**src/rtl/video_timing_sync_gen.sv**
```systemverilog
// video_timing_sync_gen
//   Panel timing generator that consumes an Avalon-ST RGB pixel stream and
//   produces HD/VD/DEN plus registered pixel data. The stream is locked to
//   the raster by its startofpacket. Loss of data (underflow) or an sop at
//   the wrong place (misalignment) blanks the output and reports the error.
//   The generator then waits for an sop at raster origin (0,0) to relock.
//
// Ports
//   clk, reset_n          pixel clock, asynchronous active-low reset
//   in_ready/in_valid     Avalon-ST sink handshake
//   in_data               pixel {R,G,B}, COLOR_BITS per channel
//   in_startofpacket      first pixel of a frame
//   in_endofpacket        informational only, unused
//   in_empty              unused
//   rgb_out               registered pixel, zero outside the active area
//   hd, vd                sync outputs, asserted level SYNC_POL
//   den                   data enable
//   frame_start           one-cycle pulse with output pixel (0,0)
//   err_underflow         one-cycle pulse: no pixel at an active position
//   err_align             one-cycle pulse: sop misaligned with (0,0)
//   pattern_sel           (VIDEO_TIMING_PATTERN_EN only) show colour bars
//
// Build option
//   VIDEO_TIMING_PATTERN_EN: adds pattern_sel and an 8-bar colour test
//   pattern. While pattern_sel is high, the stream is stalled and the lock
//   state is frozen.

module video_timing_sync_gen #(
  parameter int COLOR_BITS = 8,
  parameter int H_ACTIVE   = 800,
  parameter int H_FP       = 40,
  parameter int H_SYNC     = 128,
  parameter int H_BP       = 88,
  parameter int V_ACTIVE   = 600,
  parameter int V_FP       = 1,
  parameter int V_SYNC     = 4,
  parameter int V_BP       = 23,
  parameter bit SYNC_POL   = 1'b0
) (
  input  logic                    clk,
  input  logic                    reset_n,
  output logic                    in_ready,
  input  logic                    in_valid,
  input  logic [3*COLOR_BITS-1:0] in_data,
  input  logic                    in_startofpacket,
  input  logic                    in_endofpacket,
  input  logic                    in_empty,
`ifdef VIDEO_TIMING_PATTERN_EN
  input  logic                    pattern_sel,
`endif
  output logic [3*COLOR_BITS-1:0] rgb_out,
  output logic                    hd,
  output logic                    vd,
  output logic                    den,
  output logic                    frame_start,
  output logic                    err_underflow,
  output logic                    err_align
);

  localparam int PW      = 3 * COLOR_BITS;
  localparam int H_TOTAL = H_ACTIVE + H_FP + H_SYNC + H_BP;
  localparam int V_TOTAL = V_ACTIVE + V_FP + V_SYNC + V_BP;
  localparam int HW      = $clog2(H_TOTAL);
  localparam int VW      = $clog2(V_TOTAL);

  localparam logic [HW-1:0] H_LAST   = HW'(H_TOTAL - 1);
  localparam logic [HW-1:0] H_ACT    = HW'(H_ACTIVE);
  localparam logic [HW-1:0] HS_FIRST = HW'(H_ACTIVE + H_FP);
  localparam logic [HW-1:0] HS_LAST  = HW'(H_ACTIVE + H_FP + H_SYNC - 1);
  localparam logic [VW-1:0] V_LAST   = VW'(V_TOTAL - 1);
  localparam logic [VW-1:0] V_ACT    = VW'(V_ACTIVE);
  localparam logic [VW-1:0] VS_FIRST = VW'(V_ACTIVE + V_FP);
  localparam logic [VW-1:0] VS_LAST  = VW'(V_ACTIVE + V_FP + V_SYNC - 1);

  typedef enum logic {
    SEARCH,
    LOCKED
  } state_t;

  state_t        state_q, state_d;
  logic [HW-1:0] h_cnt;
  logic [VW-1:0] v_cnt;
  logic          active, at_origin, hsync, vsync;
  logic          ready_c, show_c, underflow_c, align_c;
  logic [PW-1:0] pix_d;

  // endofpacket and empty carry no timing information.
  logic unused_inputs;
  assign unused_inputs = ^{in_endofpacket, in_empty};

  assign active    = (h_cnt < H_ACT) && (v_cnt < V_ACT);
  assign at_origin = (h_cnt == '0) && (v_cnt == '0);
  assign hsync     = (h_cnt >= HS_FIRST) && (h_cnt <= HS_LAST);
  assign vsync     = (v_cnt >= VS_FIRST) && (v_cnt <= VS_LAST);

`ifdef VIDEO_TIMING_PATTERN_EN
  // Bar index from the horizontal position; narrow panels clamp to width 1.
  localparam int BAR_W = (H_ACTIVE / 8 > 0) ? H_ACTIVE / 8 : 1;
  logic [PW-1:0] bar_rgb;

  always_comb begin
    int bar;
    bar = int'(h_cnt) / BAR_W;
    if (bar > 7) bar = 7;
    // white, yellow, cyan, green, magenta, red, blue, black
    bar_rgb = {{COLOR_BITS{~bar[1]}}, {COLOR_BITS{~bar[2]}}, {COLOR_BITS{~bar[0]}}};
  end
`endif

  // Raster counters free-run regardless of lock state.
  always_ff @(posedge clk or negedge reset_n) begin
    if (!reset_n) begin
      h_cnt <= '0;
      v_cnt <= '0;
    end else if (h_cnt == H_LAST) begin
      // NOTE: non-blocking assignments here so every register samples the
      // pre-edge counter values, independent of statement order.
      h_cnt <= '0;
      v_cnt <= (v_cnt == V_LAST) ? '0 : v_cnt + 1'b1;
    end else begin
      h_cnt <= h_cnt + 1'b1;
    end
  end

  always_comb begin
    // NOTE: every output of this block gets a default first, so no path can
    // leave a value unassigned and infer a latch.
    state_d     = state_q;
    ready_c     = 1'b0;
    show_c      = 1'b0;
    underflow_c = 1'b0;
    align_c     = 1'b0;
    pix_d       = '0;

    case (state_q)
      SEARCH: begin
        if (in_valid) begin
          if (!in_startofpacket) begin
            ready_c = 1'b1;          // discard stray pixels before an sop
          end else if (at_origin) begin
            ready_c = 1'b1;
            show_c  = 1'b1;
            state_d = LOCKED;
          end
          // sop away from origin: hold it until the raster reaches (0,0)
        end
      end
      LOCKED: begin
        if (active) begin
          if (!in_valid) begin
            underflow_c = 1'b1;
            state_d     = SEARCH;
          end else if (in_startofpacket == at_origin) begin
            ready_c = 1'b1;          // sop exactly at origin, plain pixel elsewhere
            show_c  = 1'b1;
          end else begin
            align_c = 1'b1;          // frame too long or too short; keep sop pending
            state_d = SEARCH;
          end
        end
      end
      default: state_d = SEARCH;
    endcase

`ifdef VIDEO_TIMING_PATTERN_EN
    if (pattern_sel) begin
      state_d     = state_q;
      ready_c     = 1'b0;
      show_c      = 1'b0;
      underflow_c = 1'b0;
      align_c     = 1'b0;
    end
`endif

    if (show_c) pix_d = in_data;
`ifdef VIDEO_TIMING_PATTERN_EN
    if (pattern_sel && active) pix_d = bar_rgb;
`endif
  end

  // Gating with reset_n keeps ready low during reset even though the reset
  // state (SEARCH) would otherwise accept non-sop pixels.
  assign in_ready = reset_n && ready_c;

  always_ff @(posedge clk or negedge reset_n) begin
    if (!reset_n) begin
      state_q       <= SEARCH;
      rgb_out       <= '0;
      den           <= 1'b0;
      hd            <= ~SYNC_POL;
      vd            <= ~SYNC_POL;
      frame_start   <= 1'b0;
      err_underflow <= 1'b0;
      err_align     <= 1'b0;
    end else begin
      state_q       <= state_d;
      rgb_out       <= pix_d;
      den           <= active;
      hd            <= hsync ? SYNC_POL : ~SYNC_POL;
      vd            <= vsync ? SYNC_POL : ~SYNC_POL;
      frame_start   <= at_origin;
      err_underflow <= underflow_c;
      err_align     <= align_c;
    end
  end

endmodule

```
**config.mk**
```make
export PLATFORM = sky130hd
export DESIGN_NAME = video_timing_sync_gen
export DESIGN_NICKNAME = d
export VERILOG_FILES = /design/src/rtl/video_timing_sync_gen.sv
export SDC_FILE = /design/constraint.sdc
export NUM_CORES = 1
export LEC_CHECK = 0
export ABC_CLOCK_PERIOD_IN_PS = 2400
export CAP_MARGIN = 15
export CORE_UTILIZATION = 30
export DETAILED_ROUTE_END_ITERATION = 16
export GPL_TIMING_DRIVEN = 1
export SLEW_MARGIN = 10
export SYNTH_ARGS = -nofsm -noshare
export SYNTH_HDL_FRONTEND = slang
export SYNTH_SLANG_ARGS = --single-unit
```
**constraint.sdc**
```tcl
create_clock -name clk -period 2.4 [get_ports clk]
set_clock_uncertainty 0.05 [all_clocks]
set_input_delay 0.48 -clock clk [delete_from_list [all_inputs] [get_ports clk]]
set_output_delay 0.48 -clock clk [all_outputs]
set_load 0.01 [all_outputs]
```
## Word level (Yosys, flattened, before mapping)

Cells that the tools add are included.

- Output and inout bits: 31
- Flip-flop bits (word level): 52
- Input bits: 30

- Add/sub/neg operators: 2
- Multiplexer cells: 24
- Order comparisons: 6
- Equal/unequal tests: 3
- Reduce and logical (&&, ||, !) cells: 7
- Bitwise operators: 1

Operator list:

| operator | number |
|---|---|
| $mux W24 | 1 |
| $mux W1 | 18 |
| $add A11 B1 Y11 const B | 1 |
| $eq A11 B11 Y1 const B | 1 |
| $ge A11 B10 Y1 const B | 1 |
| $le A11 B10 Y1 const B | 1 |
| $logic_not A11 Y1 | 1 |
| $lt A11 B10 Y1 const B | 1 |
| $mux W11 | 1 |
| $add A10 B1 Y10 const B | 1 |
| $eq A10 B10 Y1 const B | 1 |
| $ge A10 B10 Y1 const B | 1 |
| $le A10 B10 Y1 const B | 1 |
| $logic_not A10 Y1 | 1 |
| $lt A10 B10 Y1 const B | 1 |
| $mux W10 | 1 |
| $pmux W1 S2 | 3 |
| $logic_and A1 B1 Y1 | 5 |
| $eq A1 B1 Y1 | 1 |
| $not A1 Y1 | 1 |

## Longest topological paths before layout

Gate-level depths: netlist of the first run.

- Word-level depth: 8
- Mapped depth: 11

## Least setup slack after synthesis of the first run

OpenSTA, ideal clock, no wires.

- Path type: register to register
- Start: register h_cnt[7]
- End: register rgb_out[10]
- Setup time: 66 ps
- Stages on the path, launching flop included: 10
- Required time: 2284 ps
- Slack: 21 ps
- Arrival: 2263 ps
- Period minus slack after synthesis: 2379 ps
- Buffers on the path: 1
- Path through: dfrtp_1 or4_4 nor2_1 nand4_1 ha_1 mux2_2 nand2_1 a21oi_1 clkbuf_1 and2_1

- Longest elaborated chain between the ends: 8
- Elaborated cells on any way between the ends: 13

RTL lines:

| what | RTL line | text |
|---|---|---|
| from (decl) | 81 | `logic [HW-1:0] h_cnt;` |
| from (signal assigned) | 121 | `h_cnt <= h_cnt + 1'b1;` |
| branches (longest 6 deep; another with $lt A11 B10 Y1) | n/a |  |
| $pmux W1 S2 * | 135 | `case (state_q)` |
| $mux W24 * | 175 | `if (show_c) pix_d = in_data;` |
| net pix_d[10] | 85 | `logic [PW-1:0] pix_d;` |
| to (signal assigned) | 197 | `rgb_out <= pix_d;` |
| to (decl) | 51 | `output logic [3*COLOR_BITS-1:0] rgb_out,` |

Mark *: on every way through the listed nets, which the timed path passes.
A chain may end at the register's enable or synchronous reset.

## Final worst setup path of the first run

- Start: register h_cnt[9]
- End: output port in_ready

- Longest elaborated chain between the ends: 8
- Elaborated cells on any way between the ends: 13

RTL lines:

| what | RTL line | text |
|---|---|---|
| branches (longest 6 deep; another with $lt A11 B10 Y1) | n/a |  |
| $pmux W1 S2 * | 135 |  |
| $logic_and A1 B1 Y1 * | 183 | `assign in_ready = reset_n && ready_c;` |
| to (decl) | 42 | `output logic in_ready,` |

Mark *: on every way between the ends.

==> impl_metrics.py, run 1 <==
metrics = {
    "synth": {
        "yosysTopAreaCellShare_pct": 56.5,
        "syn_area_per_cell_sq_um": 11.2,
        "synth_async_sr_flop_share_pct": 100,
        "synth_top_area_cell": "dfrtp_1",
        "yosys_warnings": 0,
        "netlist_area_sq_mm": 0.00221,
        "synth_edf_count": 0,
        "ys_types": 38,
        "synth.yosys.seq_area_share_pct": 58.9,
        "synth_ff_type": "dfrtp_1",
        "syn_nets": 236,
        "synth_seq_cells": 52,
        "netlist_instances": 198,
        "synth.area.top_cells": "dfrtp_1 (57%), and2_1 (6.8%), ha_1 (4.5%), xnor2_1 (2.8%), dfstp_2 (2.4%)",
    },
    "floorplanning": {
        "io_pins": 61,
        "start_util_pct": 31.9,
        "die_area_sq_mm": 0.00773,
        "die_w_um": 87.9,
        "fp-row-count": 30,
        "die_y_um": 87.9,
        "fp.coreArea_sq_mm": 0.00694,
    },
    "cells_and_area": {
        "nets": 335,
        "antenna_cells": 0,
        "drive_above_1_share_pct": 21.2,
        "syn2layout_area_growth_pct": 54.2,
        "final_cells": 393,
    },
    "grt": {
        "grt_util_all_layers_pct": 13.4,
        "grt_pass1_vias": 1671,
        "grt_pass1_wl_um": 7980,
        "grt_antenna_before_repair": 0,
        "gr-total-overflow": 0,
        "grt_start_max_net_pins": 53,
    },
    "timing": {
        "min_period_over_period_pct": 117,
        "slew_headroom_pct": 56.7,
        "worstMarginPinSlew_ps": 649,
        "whs_ps": 250,
        "setup_ws_ps": -415,
        "hold_violations": 0,
        "setup_viol": 25,
        "drv_slew": 0,
        "rsz0062_at_grt": "true",
        "fmax_mhz": 355,
        "post-route-min-period_ps": 2820,
    },
    "worst_setup_path": {
        "critPathKind": "flip-flop to primary output",
        "critPathLaunchType": "flip-flop",
        "cp.required_ps": 1870,
        "crit_slowest_cell": "or4_4",
        "crit_path_max_incr_delay_ps": 560,
        "cp_max_fo": 2,
        "cp.arrival_ps": 2290,
        "cp-end-kind": "primary output",
        "cp_cell_sequence": "or4_4, nor2_4, nand4_1, ha_1, nand2_1, o22ai_2, and3_1, buf_2",
    },
    "clocking": {
        "cts.htree.levels": 2,
        "clkLatencyLatePin_ps": 300,
        "cts-buffers-inserted": 5,
        "tritoncts": "done",
        "cts_buffer_depth": 2,
        "cts_sinks": 52,
        "hold_buffers": 0,
        "clockRootBuffer": "clkbuf_8",
        "clk_pin_slew_ps": 90,
    },
    "place": {
        "place_hpwl_um": 3500,
        "io_buffers": 58,
        "pre_cts_ws_ps": -546,
        "routabilityCongestion": 0.787,
        "place_inst": 378,
    },
    "job": {
        "max_cap_violations": 0,
    },
    "route": {
        "via_count": 1771,
        "drtIter0Drc": 110,
        "first_pass_iters": 4,
        "vias_per_cell": 4.51,
        "wl_um": 5140,
        "drcViolationCount": 0,
        "antenna_left": 0,
        "wire_per_inst_um": 13.1,
    },
    "status": {
        "violations": "negative setup slack",
        "status": "finished, violations left",
    },
    "power_and_ir_drop": {
        "power_frac_seq_pct": 53.2,
        "p_per_area_mw_per_mm2": 482,
        "p_leak_nw": 1.57,
        "sw_frac_of_total_pct": 19.1,
        "power.switching_mw": 0.314,
        "p_int_mw": 1.33,
        "pwr-share-comb_pct": 4.3,
        "power_frac_clock_pct": 42.5,
        "ir_drop_mv": 0.243,
    },
    "min_path": {
        "hold_class": "primary input to asynchronous set/reset pin",
    },
}
## metal layers
metal,vias up,GRT usage (%),part of all wire [%]
met5,-,0,0
met4,0,4.02,1.4
met3,7,2.54,2.5
met2,31,21.7,50
met1,864,18.3,46
li1,869,-,-
## power groups by stage
stage	Sequential [mW]	Combinational, mW	Clock (mW)
finish	0.876	0.0700	0.699
detailed placement	0.893	0.0691	0
global placement	0.893	0.0678	0
floorplan	0.893	0.00307	0
CTS	0.876	0.0705	0.715
global route	0.876	0.0777	0.744
## final timing paths
path,depth (start not counted),endpoint,start,slack [ps]
max in group asynchronous,2,h_cnt[8]$_DFF_PN0_,reset_n,1610
worst max-delay path,8,in_ready,h_cnt[9]$_DFF_PN0_,-420
worst max register to register,11,rgb_out[12]$_DFF_PN0_,h_cnt[9]$_DFF_PN0_,-220
min in group clk,2,h_cnt[0]$_DFF_PN0_,h_cnt[0]$_DFF_PN0_,490
worst min register to register,2,h_cnt[0]$_DFF_PN0_,h_cnt[0]$_DFF_PN0_,490
worst min-delay path,2,rgb_out[15]$_DFF_PN0_,reset_n,250
## cell families (layout without fill, tap and decap cells)
group	after synthesis	count (layout)	synth area share [%]
AND/OR/NAND/NOR	82	82	21.4
multiplexers	1	1	0.509
adder cells (fa/ha/maj)	8	8	4.52
flip-flops	52	52	58.9
AO/OA/AOI/OAI	23	23	5.99
XOR/XNOR	12	12	4.75
buffers and inverters	20	119	3.90
## state kept, by name, summed over array words and instances, names as in the netlist
signal and cells:
err_underflow 1, h_cnt 11, v_cnt 10, den 1, state_q 1, rgb_out 24, frame_start 1, vd 1
err_align 1, hd 1
## timing repair
action / 4_1_cts / 5_1_grt
setup endpoints to repair: 25 / 28
endpoints found under the hold margin: 0 / 0
pin swaps: 5 / 4
resized for setup: 7 / 12
setup buffers: 6 / 3
gates cloned: 0 / 3
## stage by stage
step	power [mW]	area, sq um	TNS, ps	utilization [%]
after global placement	0.961	3130	-2930	45.0
after global routing	1.70	3410	-7720	49.1
final	1.64	3410	-5220	49.1
after CTS	1.66	3310	-7650	47.7
after detailed placement	0.962	3130	-3820	45.0
after floorplan	0.896	2210	0	-
## critical path, delay by kind of cell, from the launching register on
kind                     cells  cell delay, ps
AND/OR/NAND/NOR              5            1020
AO/OA/AOI/OAI                1             110
buffers and inverters        1             140
adder cells (fa/ha/maj)      1             330
flip-flops                   1             390
## layout make-up
cell class | instances | area, sq um
clock buffers | 5 | 68.8
clock inverters | 2 | 60.1
fillers | 638 | 3530
inverters | 14 | 55.1
multi-input cells | 126 | 878
flip-flops and latches | 52 | 1300
well taps | 96 | 120
repair buffers | 98 | 926
## cell usage after synthesis (2+ instances only)
cell,instances
nand4_1,6
xor2_1,5
nor2_1,9
or3_1,3
buf_2,2
a21oi_1,7
dfstp_2,2
nand3_1,7
o22ai_1,2
o21ai_1,3
and2_1,24
inv_1,14
and2_2,2
and3_1,4
xnor2_1,7
ha_1,8
and4_1,2
nand2_1,13
dfrtp_1,50
nor4b_1,2
clkbuf_1,2
o21ai_0,5
nor4_1,3
a31oi_1,2
## layout by cell type (no fill, tap or decap), drive strengths merged, types with 6 or more instances in the layout
master	n
a21oi	7
and2	26
buf	40
clkbuf	7
clkdlybuf4s50	56
dfrtp	50
ha	8
inv	14
nand2	13
nand3	7
nand4	6
nor2	9
o21ai	8
xnor2	7
Note: power is estimated with default switching activity, not from simulation.
==> inputs of run 2 (changes only) <==
Settings changed: SKIP_CTS_REPAIR_TIMING from default to 1.
==> run 2 against run 1 <==
Effect of this change: the flow still finishes with violations (negative setup slack); global-route usage decreased by 0.10 points; register-to-register slack got worse by 20 ps; clock power decreased by 1%; via count decreased by 3.8%; final area decreased by 3.9%; critical path depth unchanged; first-iteration DRC count increased by 12%; hold slack improved by 2.7 ps; sequential cell count unchanged; clock-buffer cell count unchanged; sequential share of layout area increased by 1.5 points; utilization decreased by 1.9 points.
==> impl_metrics.py, run 2 (synthesized netlist as in run 1, its figures left out) <==
metrics = {
    "cells_and_area": {
        "drive_above_1_share_pct": 17.5,
        "antenna_cells": 0,
        "multi_input_area_sq_um": 837,
        "reg.largest.list": "rgb_out x24, h_cnt x11, v_cnt x10",
        "design_area_sq_mm": 0.00328,
        "nets": 329,
        "most-common-layout-cells": "clkdlybuf4s50_1 (56), dfrtp_1 (50), buf_4 (33)",
        "max_flop_register": "rgb_out",
        "largest_reg_flops": 24,
        "final_common_cell": "clkdlybuf4s50_1",
        "postLayoutCoreUtil_pct": 47.2,
        "fillers": 657,
        "seqCellArea_sq_mm": 0.00130,
        "syn2layout_area_growth_pct": 48.2,
    },
    "floorplanning": {
        "fp-row-count": 30,
        "die_area_sq_mm": 0.00773,
        "die_w_um": 87.9,
        "start_util_pct": 31.9,
        "io_pins": 61,
        "fp.coreArea_sq_mm": 0.00694,
        "die_y_um": 87.9,
    },
    "power_and_ir_drop": {
        "p_int_mw": 1.33,
        "p_per_area_mw_per_mm2": 498,
        "power_frac_clock_pct": 42.3,
        "ir_drop_mv": 0.241,
        "power.switching_mw": 0.306,
        "p_leak_nw": 1.52,
        "power_frac_seq_pct": 53.5,
        "sw_frac_of_total_pct": 18.7,
        "pwr-share-comb_pct": 4.2,
    },
    "worst_setup_path": {
        "cp_max_fo": 3,
        "cp.required_ps": 1870,
        "cp-end-kind": "primary output",
        "critPathKind": "flip-flop to primary output",
        "critPathLaunchType": "flip-flop",
        "cp.arrival_ps": 2260,
    },
    "clocking": {
        "clockRootBuffer": "clkbuf_8",
        "tritoncts": "done",
        "cts-buffers-inserted": 5,
        "cts.htree.levels": 2,
        "clk_pin_slew_ps": 90,
        "cts_buffer_depth": 2,
        "clkLatencyLatePin_ps": 300,
        "cts_sinks": 52,
    },
    "grt": {
        "grt_util_all_layers_pct": 13.3,
        "grt_pass1_vias": 1631,
        "grt_antenna_before_repair": 0,
        "grt_start_max_net_pins": 53,
        "grt_pass1_wl_um": 7900,
        "gr-total-overflow": 0,
    },
    "route": {
        "drcViolationCount": 0,
        "wire_per_inst_um": 12.4,
        "drtIter0Drc": 123,
        "wl_um": 4810,
        "first_pass_iters": 5,
        "vias_per_cell": 4.40,
        "via_count": 1704,
        "antenna_left": 0,
    },
    "timing": {
        "hold_violations": 0,
        "post-route-min-period_ps": 2790,
        "slew_headroom_pct": 56.4,
        "worstMarginPinSlew_ps": 654,
        "min_period_over_period_pct": 116,
        "fmax_mhz": 358,
        "setup_viol": 25,
        "drv_slew": 0,
        "setup_ws_ps": -394,
        "rsz0062_at_grt": "true",
    },
    "place": {
        "io_buffers": 58,
        "place_area_sq_mm": 0.00313,
        "place_hpwl_um": 3500,
        "routabilityCongestion": 0.787,
    },
    "job": {
        "max_cap_violations": 0,
    },
    "status": {
        "status": "finished, violations left",
        "violations": "negative setup slack",
    },
    "min_path": {
        "hold_class": "primary input to asynchronous set/reset pin",
    },
}
[run 2: final cells by class]
class | instances | share of cell area (%)
Clock buffer | 5 | 2.10
Clock inverter | 2 | 1.83
Inverter | 14 | 1.60
Multi-Input combinational cell | 126 | 25.5
Sequential cell | 52 | 39.7
Tap cell | 96 | 3.66
Timing Repair Buffer | 92 | 25.6
[run 2: stage by stage]
| step | setup TNS [ps] | setup slack (ps) | power, mW | hold WS (ps) | cells |
|---|---|---|---|---|---|
| 2_1_floorplan | 0 | 21.3 | 0.896 | 134 | 198 |
| 3_3_place_gp | -2930 | -494 | 0.961 | 470 | 378 |
| 3_5_place_dp | -3820 | -546 | 0.962 | 481 | 378 |
| 4_1_cts | -4550 | -949 | 1.66 | 282 | 385 |
| 5_1_grt | -8720 | -512 | 1.70 | 316 | 387 |
| 6_report | -5940 | -394 | 1.63 | 252 | 387 |
[run 2: critical path, cell delays in order (launching register included)]
cell and delay (ps):
dfrtp_1 390, or4_4 560, nor2_4 100, nand4_1 110
ha_1 330, nand2_1 60, o22ai_2 100, and3_1 170
buf_2 130
[run 2: path summary, 6_finish.rpt]
check                      slack [ps]          startpoint                    end  cells past startpoint
hold reg to reg                   490  h_cnt[0]$_DFF_PN0_     h_cnt[0]$_DFF_PN0_                      2
max in group asynchronous        1600             reset_n     h_cnt[6]$_DFF_PN0_                      2
hold / removal                    250             reset_n  rgb_out[15]$_DFF_PN0_                      2
setup reg to reg                 -240  h_cnt[9]$_DFF_PN0_   rgb_out[7]$_DFF_PN0_                     11
min in group clk                  490  h_cnt[0]$_DFF_PN0_     h_cnt[0]$_DFF_PN0_                      2
setup / recovery                 -390  h_cnt[9]$_DFF_PN0_               in_ready                      8
[run 2: power by group through the flow]
stage / Sequential [mW] / Combinational, mW / Clock [mW]
detailed placement: 0.893 / 0.0691 / 0
finish: 0.875 / 0.0682 / 0.691
global route: 0.876 / 0.0758 / 0.744
global placement: 0.893 / 0.0678 / 0
floorplan: 0.893 / 0.00307 / 0
CTS: 0.876 / 0.0695 / 0.715
[run 2: per-layer routing]
layer | vias to the layer above | share of wire (%) | global-route usage, %
li1 | 853 | - | -
met1 | 821 | 46 | 18.3
met2 | 27 | 52 | 21.4
met3 | 3 | 2.1 | 2.54
met4 | 0 | 0.31 | 4.02
met5 | - | 0 | 0
